==> config.mk <==
export PLATFORM = sky130hd
export DESIGN_NAME = approx_mult_engine_flat
export DESIGN_NICKNAME = d
export VERILOG_FILES = /design/src/rtl/approx_mult_engine_pkg.sv /design/src/rtl/approx_mult_engine_if.sv /design/src/rtl/approx_mult_engine_lod_normalizer.sv /design/src/rtl/approx_mult_engine.sv /design/src/flat_wrapper.sv
export SDC_FILE = /design/constraint.sdc
export NUM_CORES = 1
export LEC_CHECK = 0
export BUFFER_PORTS_ARGS = -buffer_cell sky130_fd_sc_hd__buf_2
export CAP_MARGIN = 5
export CORE_MARGIN = 2
export CORE_UTILIZATION = 45
export CTS_CLUSTER_DIAMETER = 80
export DETAILED_ROUTE_END_ITERATION = 10
export SYNTH_ARGS = -nofsm -noshare
export SYNTH_HDL_FRONTEND = slang
export SYNTH_SLANG_ARGS = --single-unit
==> constraint.sdc <==
create_clock -name clk -period 7.2 [get_ports clk]
set_input_delay 1.8 -clock clk [delete_from_list [all_inputs] [get_ports clk]]
set_output_delay 1.8 -clock clk [all_outputs]
set_load 0.02 [all_outputs]
==> src/rtl/approx_mult_engine_pkg.sv <==
// Shared definitions for the approximate multiplier engine: state encoding,
// default derived widths and the helper that sizes the shift counters.
package approx_mult_engine_pkg;

    // Default operand width; instances with other widths derive their own
    // sizes through calc_sh_w().
    localparam int DEF_DATA_W = 16;

    // Shift-count width: must hold DATA_W-1 (the largest normalising shift).
    localparam int SH_W   = $clog2(DEF_DATA_W) + 1;
    // Exponent width: signed, spans -2*(DATA_W-1) .. 2*DATA_W.
    localparam int E_W    = SH_W + 2;
    // Product width.
    localparam int PROD_W = 2 * DEF_DATA_W;

    // FSM state encoding.
    localparam logic [3:0] ST_IDLE   = 4'd0;
    localparam logic [3:0] ST_RD_A   = 4'd1;
    localparam logic [3:0] ST_RD_B   = 4'd2;
    localparam logic [3:0] ST_CAPT   = 4'd3;
    localparam logic [3:0] ST_NORM   = 4'd4;
    localparam logic [3:0] ST_MUL    = 4'd5;
    localparam logic [3:0] ST_DENORM = 4'd6;
    localparam logic [3:0] ST_WR     = 4'd7;
    localparam logic [3:0] ST_DONE   = 4'd8;

    // Width of a shift counter able to count up to data_w-1.
    function automatic int calc_sh_w(input int data_w);
        return $clog2(data_w) + 1;
    endfunction

endpackage

==> src/rtl/approx_mult_engine_if.sv <==
// Control and RAM-port bundle of the approximate multiplier engine.
// master = engine side, slave = environment (RAM model / sequencer) side.
interface approx_mult_engine_if #(
    parameter int DATA_W = 16,
    parameter int ADDR_W = 5
);
    logic                  start;
    logic                  exact_mode;
    logic                  rd_en;
    logic [ADDR_W-1:0]     rd_addr;
    logic [DATA_W-1:0]     rd_data;
    logic                  wr_en;
    logic [ADDR_W-1:0]     wr_addr;
    logic [2*DATA_W-1:0]   wr_data;
    logic                  busy;
    logic                  done;

    modport master (
        input  start,
        input  exact_mode,
        input  rd_data,
        output rd_en,
        output rd_addr,
        output wr_en,
        output wr_addr,
        output wr_data,
        output busy,
        output done
    );

    modport slave (
        output start,
        output exact_mode,
        output rd_data,
        input  rd_en,
        input  rd_addr,
        input  wr_en,
        input  wr_addr,
        input  wr_data,
        input  busy,
        input  done
    );

endinterface

==> src/rtl/approx_mult_engine_lod_normalizer.sv <==
// Leading-one normaliser for one operand: holds the operand, shifts it left
// one bit per enabled cycle until its MSB is set, and counts the shifts.
// A zero operand never shifts and raises its zero flag instead.
module approx_mult_engine_lod_normalizer
    import approx_mult_engine_pkg::*;
#(
    parameter int DATA_W = DEF_DATA_W,
    parameter int CNT_W  = SH_W
) (
    input  logic              clk,
    input  logic              rst,
    input  logic              load,
    input  logic              en,
    input  logic [DATA_W-1:0] load_val,
    output logic [DATA_W-1:0] opnd,
    output logic [CNT_W-1:0]  cnt,
    output logic              zero,
    output logic              need_shift
);

    logic [DATA_W-1:0] opnd_r;
    logic [CNT_W-1:0]  cnt_r;
    logic              zero_r;
    logic              need_shift_s;

    // A nonzero operand whose MSB is still clear is not yet normalised.
    assign need_shift_s = (opnd_r != {DATA_W{1'b0}}) && !opnd_r[DATA_W-1];

    // Operand register, shift counter and zero flag; load has priority over shifting.
    always_ff @(posedge clk) begin
        if (rst) begin
            opnd_r <= {DATA_W{1'b0}};
            cnt_r  <= {CNT_W{1'b0}};
            zero_r <= 1'b0;
        end else if (load) begin
            opnd_r <= load_val;
            cnt_r  <= {CNT_W{1'b0}};
            zero_r <= (load_val == {DATA_W{1'b0}});
        end else if (en && need_shift_s) begin
            opnd_r <= {opnd_r[DATA_W-2:0], 1'b0};
            cnt_r  <= cnt_r + {{(CNT_W-1){1'b0}}, 1'b1};
            zero_r <= zero_r;
        end else begin
            opnd_r <= opnd_r;
            cnt_r  <= cnt_r;
            zero_r <= zero_r;
        end
    end

    assign opnd       = opnd_r;
    assign cnt        = cnt_r;
    assign zero       = zero_r;
    assign need_shift = need_shift_s;

endmodule

==> src/rtl/approx_mult_engine.sv <==
// Approximate / exact multiplier engine. Reads N_PAIRS operand pairs from a
// synchronous-read RAM (A at 2i, B at 2i+1), multiplies each pair either
// exactly or by leading-one truncation to SEG_W bits, and writes the
// 2*DATA_W-bit products to result address i. Outputs are registered from the
// next-state decode, so they behave as pure Moore outputs of the current state.
module approx_mult_engine
    import approx_mult_engine_pkg::*;
#(
    parameter int DATA_W  = 16,
    parameter int SEG_W   = 8,
    parameter int ADDR_W  = 5,
    parameter int N_PAIRS = 8
) (
    input  logic                 clk,
    input  logic                 rst,
    approx_mult_engine_if.master bus
);

    localparam int CNT_W = calc_sh_w(DATA_W);
    localparam int EXP_W = CNT_W + 2;
    localparam int P_W   = 2 * DATA_W;

    localparam logic [ADDR_W-1:0]       LAST_IDX = ADDR_W'(N_PAIRS - 1);
    localparam logic [ADDR_W-1:0]       IDX_ONE  = {{(ADDR_W-1){1'b0}}, 1'b1};
    localparam logic signed [EXP_W-1:0] E_BASE   = EXP_W'(2 * (DATA_W - SEG_W));
    localparam logic signed [EXP_W-1:0] E_ONE    = {{(EXP_W-1){1'b0}}, 1'b1};

    // FSM and datapath state
    logic [3:0]              state_r,  state_nxt;
    logic [ADDR_W-1:0]       i_r,      i_nxt;
    logic                    mode_r,   mode_nxt;
    logic [P_W-1:0]          acc_r,    acc_nxt;
    logic signed [EXP_W-1:0] e_r,      e_nxt;

    // Registered outputs
    logic                    rd_en_r;
    logic [ADDR_W-1:0]       rd_addr_r;
    logic                    wr_en_r;
    logic [ADDR_W-1:0]       wr_addr_r;
    logic [P_W-1:0]          wr_data_r;
    logic                    busy_r;
    logic                    done_r;

    // Normaliser hookup
    logic                    load_a_s, load_b_s, norm_en_s;
    logic [DATA_W-1:0]       opnd_a_s, opnd_b_s;
    logic [CNT_W-1:0]        cnt_a_s,  cnt_b_s;
    logic                    zero_a_s, zero_b_s;
    logic                    need_a_s, need_b_s;

    // Arithmetic
    logic [SEG_W-1:0]        seg_a_s,  seg_b_s;
    logic [2*SEG_W-1:0]      seg_prod_s;
    logic [P_W-1:0]          exact_prod_s;
    logic signed [EXP_W-1:0] e_calc_s;

    approx_mult_engine_lod_normalizer #(
        .DATA_W (DATA_W),
        .CNT_W  (CNT_W)
    ) u_lod_a (
        .clk        (clk),
        .rst        (rst),
        .load       (load_a_s),
        .en         (norm_en_s),
        .load_val   (bus.rd_data),
        .opnd       (opnd_a_s),
        .cnt        (cnt_a_s),
        .zero       (zero_a_s),
        .need_shift (need_a_s)
    );

    approx_mult_engine_lod_normalizer #(
        .DATA_W (DATA_W),
        .CNT_W  (CNT_W)
    ) u_lod_b (
        .clk        (clk),
        .rst        (rst),
        .load       (load_b_s),
        .en         (norm_en_s),
        .load_val   (bus.rd_data),
        .opnd       (opnd_b_s),
        .cnt        (cnt_b_s),
        .zero       (zero_b_s),
        .need_shift (need_b_s)
    );

    // Top SEG_W bits of the normalised operands; the exponent compensates
    // for both the normalising shifts and the dropped low bits.
    assign seg_a_s      = opnd_a_s[DATA_W-1 -: SEG_W];
    assign seg_b_s      = opnd_b_s[DATA_W-1 -: SEG_W];
    assign seg_prod_s   = {{SEG_W{1'b0}}, seg_a_s} * {{SEG_W{1'b0}}, seg_b_s};
    assign exact_prod_s = {{DATA_W{1'b0}}, opnd_a_s} * {{DATA_W{1'b0}}, opnd_b_s};
    assign e_calc_s     = E_BASE - $signed({2'b00, cnt_a_s}) - $signed({2'b00, cnt_b_s});

    // Next-state, pair index, mode, accumulator and exponent logic.
    always_comb begin
        state_nxt = state_r;
        i_nxt     = i_r;
        mode_nxt  = mode_r;
        acc_nxt   = acc_r;
        e_nxt     = e_r;
        load_a_s  = 1'b0;
        load_b_s  = 1'b0;
        norm_en_s = 1'b0;
        case (state_r)
            ST_IDLE: begin
                if (bus.start) begin
                    mode_nxt  = bus.exact_mode;
                    i_nxt     = {ADDR_W{1'b0}};
                    state_nxt = ST_RD_A;
                end else begin
                    state_nxt = ST_IDLE;
                end
            end
            ST_RD_A: begin
                state_nxt = ST_RD_B;
            end
            ST_RD_B: begin
                load_a_s  = 1'b1;
                state_nxt = ST_CAPT;
            end
            ST_CAPT: begin
                load_b_s  = 1'b1;
                state_nxt = mode_r ? ST_MUL : ST_NORM;
            end
            ST_NORM: begin
                norm_en_s = 1'b1;
                if (!need_a_s && !need_b_s) begin
                    state_nxt = ST_MUL;
                end else begin
                    state_nxt = ST_NORM;
                end
            end
            ST_MUL: begin
                if (mode_r) begin
                    acc_nxt   = exact_prod_s;
                    e_nxt     = {EXP_W{1'b0}};
                    state_nxt = ST_WR;
                end else if (zero_a_s || zero_b_s) begin
                    acc_nxt   = {P_W{1'b0}};
                    e_nxt     = {EXP_W{1'b0}};
                    state_nxt = ST_DENORM;
                end else begin
                    acc_nxt   = {{(P_W-2*SEG_W){1'b0}}, seg_prod_s};
                    e_nxt     = e_calc_s;
                    state_nxt = ST_DENORM;
                end
            end
            ST_DENORM: begin
                // Left shifts cannot overflow: the approximation never exceeds the exact product.
                if (e_r[EXP_W-1]) begin
                    acc_nxt = {1'b0, acc_r[P_W-1:1]};
                    e_nxt   = e_r + E_ONE;
                end else if (e_r != {EXP_W{1'b0}}) begin
                    acc_nxt = {acc_r[P_W-2:0], 1'b0};
                    e_nxt   = e_r - E_ONE;
                end else begin
                    state_nxt = ST_WR;
                end
            end
            ST_WR: begin
                if (i_r == LAST_IDX) begin
                    state_nxt = ST_DONE;
                end else begin
                    i_nxt     = i_r + IDX_ONE;
                    state_nxt = ST_RD_A;
                end
            end
            ST_DONE: begin
                state_nxt = ST_IDLE;
            end
            default: begin
                state_nxt = ST_IDLE;
            end
        endcase
    end

    // State and datapath registers; reset abandons any run in progress.
    always_ff @(posedge clk) begin
        if (rst) begin
            state_r <= ST_IDLE;
            i_r     <= {ADDR_W{1'b0}};
            mode_r  <= 1'b0;
            acc_r   <= {P_W{1'b0}};
            e_r     <= {EXP_W{1'b0}};
        end else begin
            state_r <= state_nxt;
            i_r     <= i_nxt;
            mode_r  <= mode_nxt;
            acc_r   <= acc_nxt;
            e_r     <= e_nxt;
        end
    end

    // Output registers decoded from the upcoming state; addresses are zero while their strobe is low.
    always_ff @(posedge clk) begin
        if (rst) begin
            rd_en_r   <= 1'b0;
            rd_addr_r <= {ADDR_W{1'b0}};
            wr_en_r   <= 1'b0;
            wr_addr_r <= {ADDR_W{1'b0}};
            wr_data_r <= {P_W{1'b0}};
            busy_r    <= 1'b0;
            done_r    <= 1'b0;
        end else begin
            rd_en_r   <= (state_nxt == ST_RD_A) || (state_nxt == ST_RD_B);
            if (state_nxt == ST_RD_A) begin
                rd_addr_r <= {i_nxt[ADDR_W-2:0], 1'b0};
            end else if (state_nxt == ST_RD_B) begin
                rd_addr_r <= {i_nxt[ADDR_W-2:0], 1'b1};
            end else begin
                rd_addr_r <= {ADDR_W{1'b0}};
            end
            wr_en_r   <= (state_nxt == ST_WR);
            wr_addr_r <= (state_nxt == ST_WR) ? i_nxt : {ADDR_W{1'b0}};
            wr_data_r <= (state_nxt == ST_WR) ? acc_nxt : {P_W{1'b0}};
            busy_r    <= (state_nxt != ST_IDLE);
            done_r    <= (state_nxt == ST_DONE);
        end
    end

    assign bus.rd_en   = rd_en_r;
    assign bus.rd_addr = rd_addr_r;
    assign bus.wr_en   = wr_en_r;
    assign bus.wr_addr = wr_addr_r;
    assign bus.wr_data = wr_data_r;
    assign bus.busy    = busy_r;
    assign bus.done    = done_r;

endmodule

==> src/flat_wrapper.sv <==
// flat-port wrapper written by rule: the top's interface ports become plain ports
module approx_mult_engine_flat import approx_mult_engine_pkg::*;
#(
    parameter int DATA_W  = 16,
    parameter int SEG_W   = 8,
    parameter int ADDR_W  = 5,
    parameter int N_PAIRS = 8
)
  (clk, rst, bus_start, bus_exact_mode, bus_rd_data, bus_rd_en, bus_rd_addr, bus_wr_en, bus_wr_addr, bus_wr_data, bus_busy, bus_done);
  approx_mult_engine_if #(.DATA_W(DATA_W), .ADDR_W(ADDR_W)) bus_i ();
  input  logic clk;
  input  logic rst;
  input wire logic [$bits(bus_i.start)-1:0] bus_start;
  input wire logic [$bits(bus_i.exact_mode)-1:0] bus_exact_mode;
  input wire logic [$bits(bus_i.rd_data)-1:0] bus_rd_data;
  output wire logic [$bits(bus_i.rd_en)-1:0] bus_rd_en;
  output wire logic [$bits(bus_i.rd_addr)-1:0] bus_rd_addr;
  output wire logic [$bits(bus_i.wr_en)-1:0] bus_wr_en;
  output wire logic [$bits(bus_i.wr_addr)-1:0] bus_wr_addr;
  output wire logic [$bits(bus_i.wr_data)-1:0] bus_wr_data;
  output wire logic [$bits(bus_i.busy)-1:0] bus_busy;
  output wire logic [$bits(bus_i.done)-1:0] bus_done;
  assign bus_i.start = bus_start;
  assign bus_i.exact_mode = bus_exact_mode;
  assign bus_i.rd_data = bus_rd_data;
  assign bus_rd_en = bus_i.rd_en;
  assign bus_rd_addr = bus_i.rd_addr;
  assign bus_wr_en = bus_i.wr_en;
  assign bus_wr_addr = bus_i.wr_addr;
  assign bus_wr_data = bus_i.wr_data;
  assign bus_busy = bus_i.busy;
  assign bus_done = bus_i.done;
  approx_mult_engine #(.DATA_W(DATA_W), .SEG_W(SEG_W), .ADDR_W(ADDR_W), .N_PAIRS(N_PAIRS)) u_core (.clk(clk), .rst(rst), .bus(bus_i));
endmodule
==> flow_summary.yaml, run 1 <==
min_path:
  holdPathStages: 2
  worstHoldStart: "u_core.u_lod_a.zero$_SDFFE_PP0P_"
  hold_path_end: "u_core.u_lod_a.zero$_SDFFE_PP0P_"
  hp-class: "reg -> reg"
clocking:
  htreeDepth: 4
  clock_path_buffers: 2
  root_buffer: "clkbuf_16"
  cts_resized: 0
  clkTransAtPathRegs_ns: 0.07
  cts_sinks: 139
  ctsHoldBuffers: 0
  clk_latency_ns: 0.44
  post_cts_buffers: 0
  cts_tree: "done"
  cts_made_buffers: 17
global_route:
  grt_pass1_vias: 14000
  overflow: 0
  grt_pass1_wl_mm: 77.8
  track_usage_pct: 26.1
  grt_start_max_net_pins: 67
  antenna_found_initial: 0
sta:
  slew_headroom_pct: 23.8
  drv_slew: 0
  fin_crit_sh_pct: 93.7
  finalHoldViolations: 0
  worst_pin_slew_ns: 1.14
  fin_tns_setup_ns: 0
  skew_ns: 0.0195
  finalSetupViolCount: 0
  timing.fmax_ghz: 0.148
  whs_ns: 0.493
  period_minus_slack_ns: 6.75
  rsz0062_at_grt: "false"
power:
  peakVddDrop_uv: 179
  clkPwrFrac_pct: 44.2
  powerDensity_nw_per_um2: 119
  pwr-share-comb_pct: 15.5
  intPower_mw: 1.44
  p_sw_share_pct: 31.7
  pwr-share-seq_pct: 40.3
  netSwitchingPower_mw: 0.668
  p_leak_nw: 8.40
critical_path:
  crit_fanout: 19
  crit_start: "u_core.u_lod_b.opnd[5]$_SDFFE_PP0P_"
  reg2reg_slack_ns: 0.45
  r2r-start: "u_core.u_lod_b.opnd[5]$_SDFFE_PP0P_"
  cp.arrival_ns: 7.06
  crit_slowest_cell: "dfxtp_1"
  path_delay_family: "adder cells"
  cpMostUsedCell: "fa_1"
  crit_path_end_kind: "flop"
  crit_buf_inv: 4
  cp.required_ns: 7.52
  criticalPathCategory: "reg -> reg"
  worstSetupStartpointType: "flop"
  worst-path-stages: 20
  reg2reg_to: "u_core.bus.wr_data[26]$_SDFF_PP0_"
  ff2ff_path_depth: 20
  slowest_delay_ns: 0.86
  path_cells: "and2_1, fa_1, inv_1, fa_1, fa_1, inv_1, fa_1, fa_1, inv_1, fa_1, inv_1, ha_1, a21oi_1, o21ai_0, a21oi_1, o41ai_2, a211oi_1, xnor2_1, a221oi_1, nor2_1"
floorplanning:
  fp.dieH_um: 195
  core_um2: 36300
  die_w_um: 195
  ioPinCount: 66
  initial_core_util_pct: 45.3
  dieArea_um2: 38100
  core.rowCount: 70
synth:
  ys_top_cells_by_area: "fa_1 26%, dfxtp_1 17%, ha_1 10%, nand2_1 7.0%, inv_1 6.9%"
  ys.flop_type: "dfxtp_1"
  synth-seq-cells: 139
  avgSynthCellArea_um2: 8.16
  netlist_instances: 2017
  yosysTopAreaCell: "fa_1"
  synth_edf_count: 0
  ys_async_sr_fraction_pct: 0
  ys_seq_area_share_pct: 16.9
  syn_nets: 2387
  netlist_area_um2: 16500
  synth.distinct_cells: 81
  yosysTopAreaCellShare_pct: 26.0
  yosys_warnings: 0
detailed_routing:
  wire_per_inst_um: 19.1
  drc: 0
  routed_wl_mm: 47.5
  vias_per_cell: 5.51
  first_pass_iters: 6
  drtIter0Drc: 961
  num_vias: 13700
  ant_nets: 0
finish:
  nets: 2381
  n_fill_cell: 3521
  regArea_um2: 2780
  multi_input_area_um2: 12000
  antenna_cells: 0
  final_layout_size_suffix_gt1_share_pct: 8.15
  final_common_cell: "nand2_1"
  mostFrequentLayoutCells: "306 x nand2_1, 303 x inv_1, 214 x fa_1"
  area_delta_synth_final_pct: 7.78
job:
  drv_cap: 0
placed_design:
  dp_hpwl_mm: 37.3
  place_congestion: 0.894
  io_buffers: 65
status:
  status: "complete, no violations"
[synth_stat cells, drive strengths merged (23+ instances only)]
| cell | n |
|---|---|
| nor2 | 153 |
| xor2 | 23 |
| dfxtp | 139 |
| fa | 214 |
| o21ai | 60 |
| xnor2 | 27 |
| ha | 136 |
| and2 | 132 |
| nand2 | 308 |
| a311oi | 29 |
| clkbuf | 109 |
| a21oi | 89 |
| nor3 | 38 |
| inv | 305 |
[flip-flops by register name (all words and copies together), names as in the netlist]
register and count:
u_core.bus.done 1, u_core.mode_r 1, u_core.u_lod_a.zero 1, u_core.state_r 4
u_core.u_lod_b.zero 1, u_core.bus.rd_en 1, u_core.bus.wr_data 32, u_core.u_lod_b.opnd 16
u_core.u_lod_a.opnd 16, u_core.e_r 7, u_core.bus.wr_en 1, u_core.bus.wr_addr 5
u_core.u_lod_b.cnt 5, u_core.u_lod_a.cnt 5, u_core.bus.busy 1, u_core.i_r 5
u_core.acc_r 32, u_core.bus.rd_addr 5
[power by group through the flow]
stage | clock network, mW | registers (mW) | logic (mW)
6_report | 0.931 | 0.850 | 0.328
5_1_grt | 0.977 | 0.852 | 0.360
4_1_cts | 0.941 | 0.848 | 0.325
3_5_place_dp | 0 | 0.865 | 0.322
3_3_place_gp | 0 | 0.864 | 0.320
2_1_floorplan | 0 | 0.814 | 0.237
[kinds of logic (layout without fill, tap and decap cells)]
group / after synthesis / after routing / share of synthesized area (%)
and+or+nand+nor: 736 / 736 / 20.9
buffers and inverters: 435 / 442 / 10.3
muxes: 15 / 15 / 0.973
adders and majority gates: 350 / 350 / 36.4
xor gates and xnor gates: 50 / 50 / 2.66
DFF: 139 / 139 / 16.9
AOI/OAI and AO/OA: 292 / 292 / 11.9
[final cells by class]
| class | count | area share [%] |
|---|---|---|
| flip-flops and latches | 139 | 15.7 |
| repair buffers | 105 | 3.53 |
| clock inverters | 12 | 0.853 |
| well taps | 468 | 3.30 |
| multi-input cells | 1443 | 67.6 |
| inverters | 305 | 6.45 |
| clock buffers | 20 | 2.57 |
[layer usage]
metal	part of all wire (%)	GRT usage [%]	wire [um]	up-vias
met5	0	0	0	-
met4	1.8	6.42	873	0
met3	5.5	3.35	2610	52
met2	48	42.8	22600	399
met1	45	36.6	21400	6812
li1	-	-	-	6463
[worst reg2reg max path: stages (launching register included)]
cell	delay, ns
dfxtp_1	0.86
and2_1	0.26
fa_1	0.41
inv_1	0.07
fa_1	0.44
fa_1	0.52
inv_1	0.05
fa_1	0.51
fa_1	0.51
inv_1	0.05
fa_1	0.49
inv_1	0.06
ha_1	0.35
a21oi_1	0.43
o21ai_0	0.17
a21oi_1	0.19
o41ai_2	0.14
a211oi_1	0.40
xnor2_1	0.18
a221oi_1	0.46
nor2_1	0.09
[how the worst max path moves through the flow]
stage / endpoint / slack, ns
after floorplan: u_core.acc_r[29]$_SDFF_PP0_ / 1.13
after global placement: u_core.acc_r[28]$_SDFF_PP0_ / 0.39
after detailed placement: u_core.acc_r[28]$_SDFF_PP0_ / 0.32
after CTS: u_core.acc_r[28]$_SDFF_PP0_ / 0.32
after global routing: u_core.acc_r[29]$_SDFF_PP0_ / 0.05
final: u_core.bus.wr_data[26]$_SDFF_PP0_ / 0.45
[per-stage QoR]
step | instances | power [mW] | setup slack (ns) | instance area, um^2 | util [%]
finish | 2492 | 2.11 | 0.455 | 17700 | 48.8
global route | 2492 | 2.19 | 0.0454 | 17700 | 48.8
CTS | 2492 | 2.11 | 0.316 | 17700 | 48.8
detailed placement | 2460 | 1.19 | 0.318 | 17100 | 47.1
global placement | 2460 | 1.18 | 0.391 | 17100 | 47.1
floorplan | 2017 | 1.05 | 1.13 | 16500 | -
(Power assumes the default switching activity.)
==> run 2: changes to the inputs <==
--- a/config.mk
+++ b/config.mk
@@ -8,9 +8,10 @@
 export BUFFER_PORTS_ARGS = -buffer_cell sky130_fd_sc_hd__buf_2
 export CAP_MARGIN = 5
 export CORE_MARGIN = 2
-export CORE_UTILIZATION = 45
+export CORE_UTILIZATION = 50
 export CTS_CLUSTER_DIAMETER = 80
 export DETAILED_ROUTE_END_ITERATION = 10
+export PLACE_DENSITY = 0.67
 export SYNTH_ARGS = -nofsm -noshare
 export SYNTH_HDL_FRONTEND = slang
 export SYNTH_SLANG_ARGS = --single-unit
==> run 2 against run 1 <==
Sequential power is essentially flat; critical path depth fell by 1; clock power decreased by 6.9%; clock-buffer cell count is 3 lower; final cell count down 1.0%; routed wire length fell by 2.7%; highest routed layer unchanged.
==> flow_summary.yaml, run 2 (synthesis results as in run 1) <==
status:
  status: "complete, no violations"
global_route:
  grt_pass1_vias: 13700
  track_usage_pct: 28.2
  grt_pass1_wl_mm: 74.8
  antenna_found_initial: 0
  grt_start_max_net_pins: 67
  overflow: 0
sta:
  fin_crit_sh_pct: 92.8
  worst_pin_slew_ns: 1.19
  fin_tns_setup_ns: 0
  finalSetupViolCount: 0
  timing.fmax_ghz: 0.150
  finalHoldViolations: 0
  period_minus_slack_ns: 6.68
  drv_slew: 0
  skew_ns: 0.0107
  slew_headroom_pct: 19.9
  rsz0062_at_grt: "false"
  worst_slack_ns: 0.517
placed_design:
  preCtsSetupSlack_ns: 0.342
  dp_hpwl_mm: 36.3
  io_buffers: 65
  place_congestion: 0.923
  placed_area_um2: 17100
clocking:
  htreeDepth: 4
  clkTransAtPathRegs_ns: 0.07
  clk_latency_ns: 0.44
  cts_tree: "done"
  root_buffer: "clkbuf_16"
  cts_made_buffers: 17
  ctsHoldBuffers: 0
  cts_sinks: 139
  cts_resized: 0
  clock_path_buffers: 2
  post_cts_buffers: 0
detailed_routing:
  wire_per_inst_um: 18.7
  routed_wl_mm: 46.2
  num_vias: 13900
  drc: 0
  drtIter0Drc: 1221
  ant_nets: 0
  first_pass_iters: 6
  vias_per_cell: 5.62
power:
  clkPwrFrac_pct: 42.5
  powerDensity_nw_per_um2: 115
  peakVddDrop_uv: 154
  netSwitchingPower_mw: 0.681
  p_leak_nw: 8.39
  pwr-share-comb_pct: 15.9
  intPower_mw: 1.36
  p_sw_share_pct: 33.4
  pwr-share-seq_pct: 41.6
critical_path:
  worstSetupStartpointType: "flop"
  cp.required_ns: 7.48
  crit_path_end_kind: "flop"
  criticalPathCategory: "reg -> reg"
  cp.arrival_ns: 6.97
  crit_fanout: 13
finish:
  final_layout_size_suffix_gt1_share_pct: 8.30
  final_common_cell: "nand2_1"
  n_fill_cell: 3035
  nets: 2382
  area_delta_synth_final_pct: 7.44
  antenna_cells: 0
  mostFrequentLayoutCells: "306 x nand2_1, 303 x inv_1, 214 x fa_1"
  post-route-cell-area_um2: 17700
floorplanning:
  ioPinCount: 66
  core_um2: 32500
  dieArea_um2: 34400
  die_w_um: 185
  fp.dieH_um: 185
  initial_core_util_pct: 50.7
  core.rowCount: 66
min_path:
  hp-class: "reg -> reg"
job:
  drv_cap: 0
[run 2: power by group through the flow]
stage	Combinational [mW]	Sequential (mW)	Clock, mW
after detailed placement	0.317	0.864	0
after global placement	0.314	0.863	0
after floorplan	0.237	0.814	0
after global routing	0.354	0.852	0.907
after CTS	0.321	0.847	0.873
final	0.324	0.850	0.867
[run 2: through the flow]
stage,power (mW),utilization [%],hold slack [ns],cells
floorplan,1.05,-,0.457,2017
global placement,1.18,52.7,0.476,2435
detailed placement,1.18,52.7,0.482,2435
CTS,2.04,54.5,0.491,2467
global route,2.11,54.5,0.531,2467
finish,2.04,54.5,0.499,2467
[run 2: final timing paths]
| path | start | slack, ns | depth (start not counted) | endpoint |
|---|---|---|---|---|
| setup / recovery | u_core.u_lod_b.opnd[3]$_SDFFE_PP0P_ | 0.52 | 19 | u_core.acc_r[28]$_SDFF_PP0_ |
| hold reg to reg | u_core.u_lod_b.zero$_SDFFE_PP0P_ | 0.50 | 2 | u_core.u_lod_b.zero$_SDFFE_PP0P_ |
| setup reg to reg | u_core.u_lod_b.opnd[3]$_SDFFE_PP0P_ | 0.52 | 19 | u_core.acc_r[28]$_SDFF_PP0_ |
| hold / removal | u_core.u_lod_b.zero$_SDFFE_PP0P_ | 0.50 | 2 | u_core.u_lod_b.zero$_SDFFE_PP0P_ |
[run 2: cell type report]
type                       count  area, um^2  share of cell area, %
clock buffer                  17         425                   2.40
clock inverter                15         151                  0.856
inverter                     305        1140                   6.47
multi-input combinational   1443       12000                   67.8
sequential                   139        2790                   15.8
tap                          442         553                   3.13
timing repair buffer         106         633                   3.58
[run 2: worst max-delay path: stages (launching register included)]
cell       delay [ns]
dfxtp_1          0.70
buf_4            0.26
nand2_1          0.08
fa_1             0.51
fa_1             0.47
fa_1             0.46
fa_1             0.49
inv_1            0.05
fa_1             0.53
inv_1            0.05
fa_1             0.52
inv_1            0.06
ha_1             0.39
nand2_2          0.13
o22ai_1          0.13
nor3b_2          0.36
a31oi_1          0.28
o211a_1          0.27
a2111oi_1        0.58
a31oi_1          0.16
[run 2: per-layer routing]
metal / part of all wire, % / GRT usage, % / vias to the layer above
li1: - / - / 6464
met1: 43 / 38.6 / 6761
met2: 47 / 45.4 / 545
met3: 6.9 / 4.93 / 83
met4: 3.0 / 8.92 / 0
met5: 0 / 0 / -
==> run 3: changes to the inputs <==
--- a/config.mk
+++ b/config.mk
@@ -12,6 +12,7 @@
 export CTS_CLUSTER_DIAMETER = 80
 export DETAILED_ROUTE_END_ITERATION = 10
 export PLACE_DENSITY = 0.67
+export RECOVER_POWER = 25
 export SYNTH_ARGS = -nofsm -noshare
 export SYNTH_HDL_FRONTEND = slang
 export SYNTH_SLANG_ARGS = --single-unit
==> run 3 against run 2 <==
First-iteration DRC count is 3.1% lower; global-route usage stayed put; combinational power hardly changed; clock power hardly changed; total power hardly changed; final cell count stayed put; clock skew is 0.00082 ns higher; cell area is 0.30% lower; largest power group unchanged; highest routed layer unchanged.
==> flow_summary.yaml, run 3 (synthesis results as in run 1) <==
status:
  status: "complete, no violations"
placed_design:
  io_buffers: 65
  placedCellCount: 2435
  dp_hpwl_mm: 36.3
  placed_area_um2: 17100
  place_congestion: 0.923
sta:
  worst_pin_slew_ns: 1.16
  skew_ns: 0.0115
  fin_tns_setup_ns: 0
  slew_headroom_pct: 21.9
  period_minus_slack_ns: 6.68
  rsz0062_at_grt: "false"
  fin_crit_sh_pct: 92.8
  finalHoldViolations: 0
  timing.fmax_ghz: 0.150
  drv_slew: 0
  finalSetupViolCount: 0
critical_path:
  criticalPathCategory: "reg -> reg"
  crit_slowest_cell: "dfxtp_1"
  cpMostUsedCell: "fa_1"
  cp.required_ns: 7.48
  cp.arrival_ns: 6.96
  slowest_delay_ns: 0.75
  path_delay_family: "adder cells"
  crit_path_end_kind: "flop"
  path_cells: "nand2_1, fa_1, fa_1, fa_1, fa_1, inv_1, fa_1, inv_1, fa_1, inv_1, ha_1, nand2_2, o22ai_1, nor3b_2, a31oi_1, o211a_1, a2111oi_1, a31oi_1"
  crit_fanout: 13
  worstSetupStartpointType: "flop"
  crit_buf_inv: 3
clocking:
  htreeDepth: 4
  clk_latency_ns: 0.44
  post_cts_buffers: 0
  clock_path_buffers: 2
  clkTransAtPathRegs_ns: 0.07
  ctsHoldBuffers: 0
  cts_made_buffers: 17
  root_buffer: "clkbuf_16"
  cts_sinks: 139
  cts_tree: "done"
  cts_resized: 0
power:
  netSwitchingPower_mw: 0.680
  powerDensity_nw_per_um2: 116
  intPower_mw: 1.36
  pwr-share-comb_pct: 15.8
  power_mw: 2.04
  clkPwrFrac_pct: 42.5
  peakVddDrop_uv: 154
  p_sw_share_pct: 33.4
  p_leak_nw: 8.20
  pwr-share-seq_pct: 41.7
finish:
  final_common_cell: "nand2_1"
  area_delta_synth_final_pct: 7.11
  post-route-cell-area_um2: 17600
  regArea_um2: 2790
  final_layout_size_suffix_gt1_share_pct: 6.17
  multi_input_area_um2: 12000
  mostFrequentLayoutCells: "306 x nand2_1, 303 x inv_1, 214 x fa_1"
  n_fill_cell: 3054
  instances_no_fill: 2467
  antenna_cells: 0
  nets: 2382
  final_util_pct: 54.3
detailed_routing:
  vias_per_cell: 5.59
  drc: 0
  routed_wl_mm: 46.2
  drtIter0Drc: 1183
  first_pass_iters: 8
  num_vias: 13800
  wire_per_inst_um: 18.7
  ant_nets: 0
floorplanning:
  die_w_um: 185
  fp.dieH_um: 185
  core.rowCount: 66
  initial_core_util_pct: 50.7
  dieArea_um2: 34400
  core_um2: 32500
  ioPinCount: 66
global_route:
  overflow: 0
  track_usage_pct: 28.2
  grt_pass1_wl_mm: 74.8
  grt_start_max_net_pins: 67
  grt_pass1_vias: 13700
  antenna_found_initial: 0
job:
  drv_cap: 0
min_path:
  hp-class: "reg -> reg"
run 3: cell count changes in the layout (fill, tap and decap cells not counted):
| cell | change |
|---|---|
| and2_0 | +1 |
| buf_2 | -43 |
| clkbuf_1 | +43 |
| and2_1 | -1 |
run 3: cell type report:
class                      count  area share [%]
sequential                   139            15.8
inverter                     305            6.49
multi-input combinational   1443            68.0
clock buffer                  17            2.41
tap                          442            3.14
timing repair buffer         106            3.28
clock inverter                15           0.858
run 3: metal layers:
metal / wire, um / vias up / GRT usage [%]
li1: - / 6465 / -
met1: 20200 / 6754 / 38.6
met2: 21600 / 489 / 45.4
met3: 2900 / 87 / 4.93
met4: 1400 / 0 / 8.92
met5: 0 / - / 0
run 3: worst reg2reg max path: stages (launching register included):
cell and delay, ns:
dfxtp_1 0.75, nand2_1 0.17, fa_1 0.54, fa_1 0.58, fa_1 0.45, fa_1 0.57
inv_1 0.05, fa_1 0.47, inv_1 0.05, fa_1 0.52, inv_1 0.06, ha_1 0.38
nand2_2 0.13, o22ai_1 0.13, nor3b_2 0.36, a31oi_1 0.29, o211a_1 0.28, a2111oi_1 0.58
a31oi_1 0.16
run 3: path summary, 6_finish.rpt:
path	cells past startpoint	end	slack, ns	startpoint
setup reg to reg	18	u_core.acc_r[28]$_SDFF_PP0_	0.52	u_core.u_lod_a.opnd[10]$_SDFFE_PP0P_
hold / removal	2	u_core.u_lod_b.zero$_SDFFE_PP0P_	0.50	u_core.u_lod_b.zero$_SDFFE_PP0P_
setup / recovery	18	u_core.acc_r[28]$_SDFF_PP0_	0.52	u_core.u_lod_a.opnd[10]$_SDFFE_PP0P_
hold reg to reg	2	u_core.u_lod_b.zero$_SDFFE_PP0P_	0.50	u_core.u_lod_b.zero$_SDFFE_PP0P_
run 3: stage by stage:
step / hold slack [ns] / setup slack [ns]
2_1_floorplan: 0.457 / 1.13
3_3_place_gp: 0.476 / 0.434
3_5_place_dp: 0.482 / 0.342
4_1_cts: 0.491 / 0.331
5_1_grt: 0.531 / 0.128
6_report: 0.500 / 0.517
run 3: power by group through the flow:
stage / Combinational, mW / Sequential [mW] / Clock [mW]
after global routing: 0.353 / 0.852 / 0.907
after CTS: 0.321 / 0.847 / 0.873
after detailed placement: 0.317 / 0.864 / 0
after global placement: 0.314 / 0.863 / 0
final: 0.323 / 0.849 / 0.866
after floorplan: 0.237 / 0.814 / 0
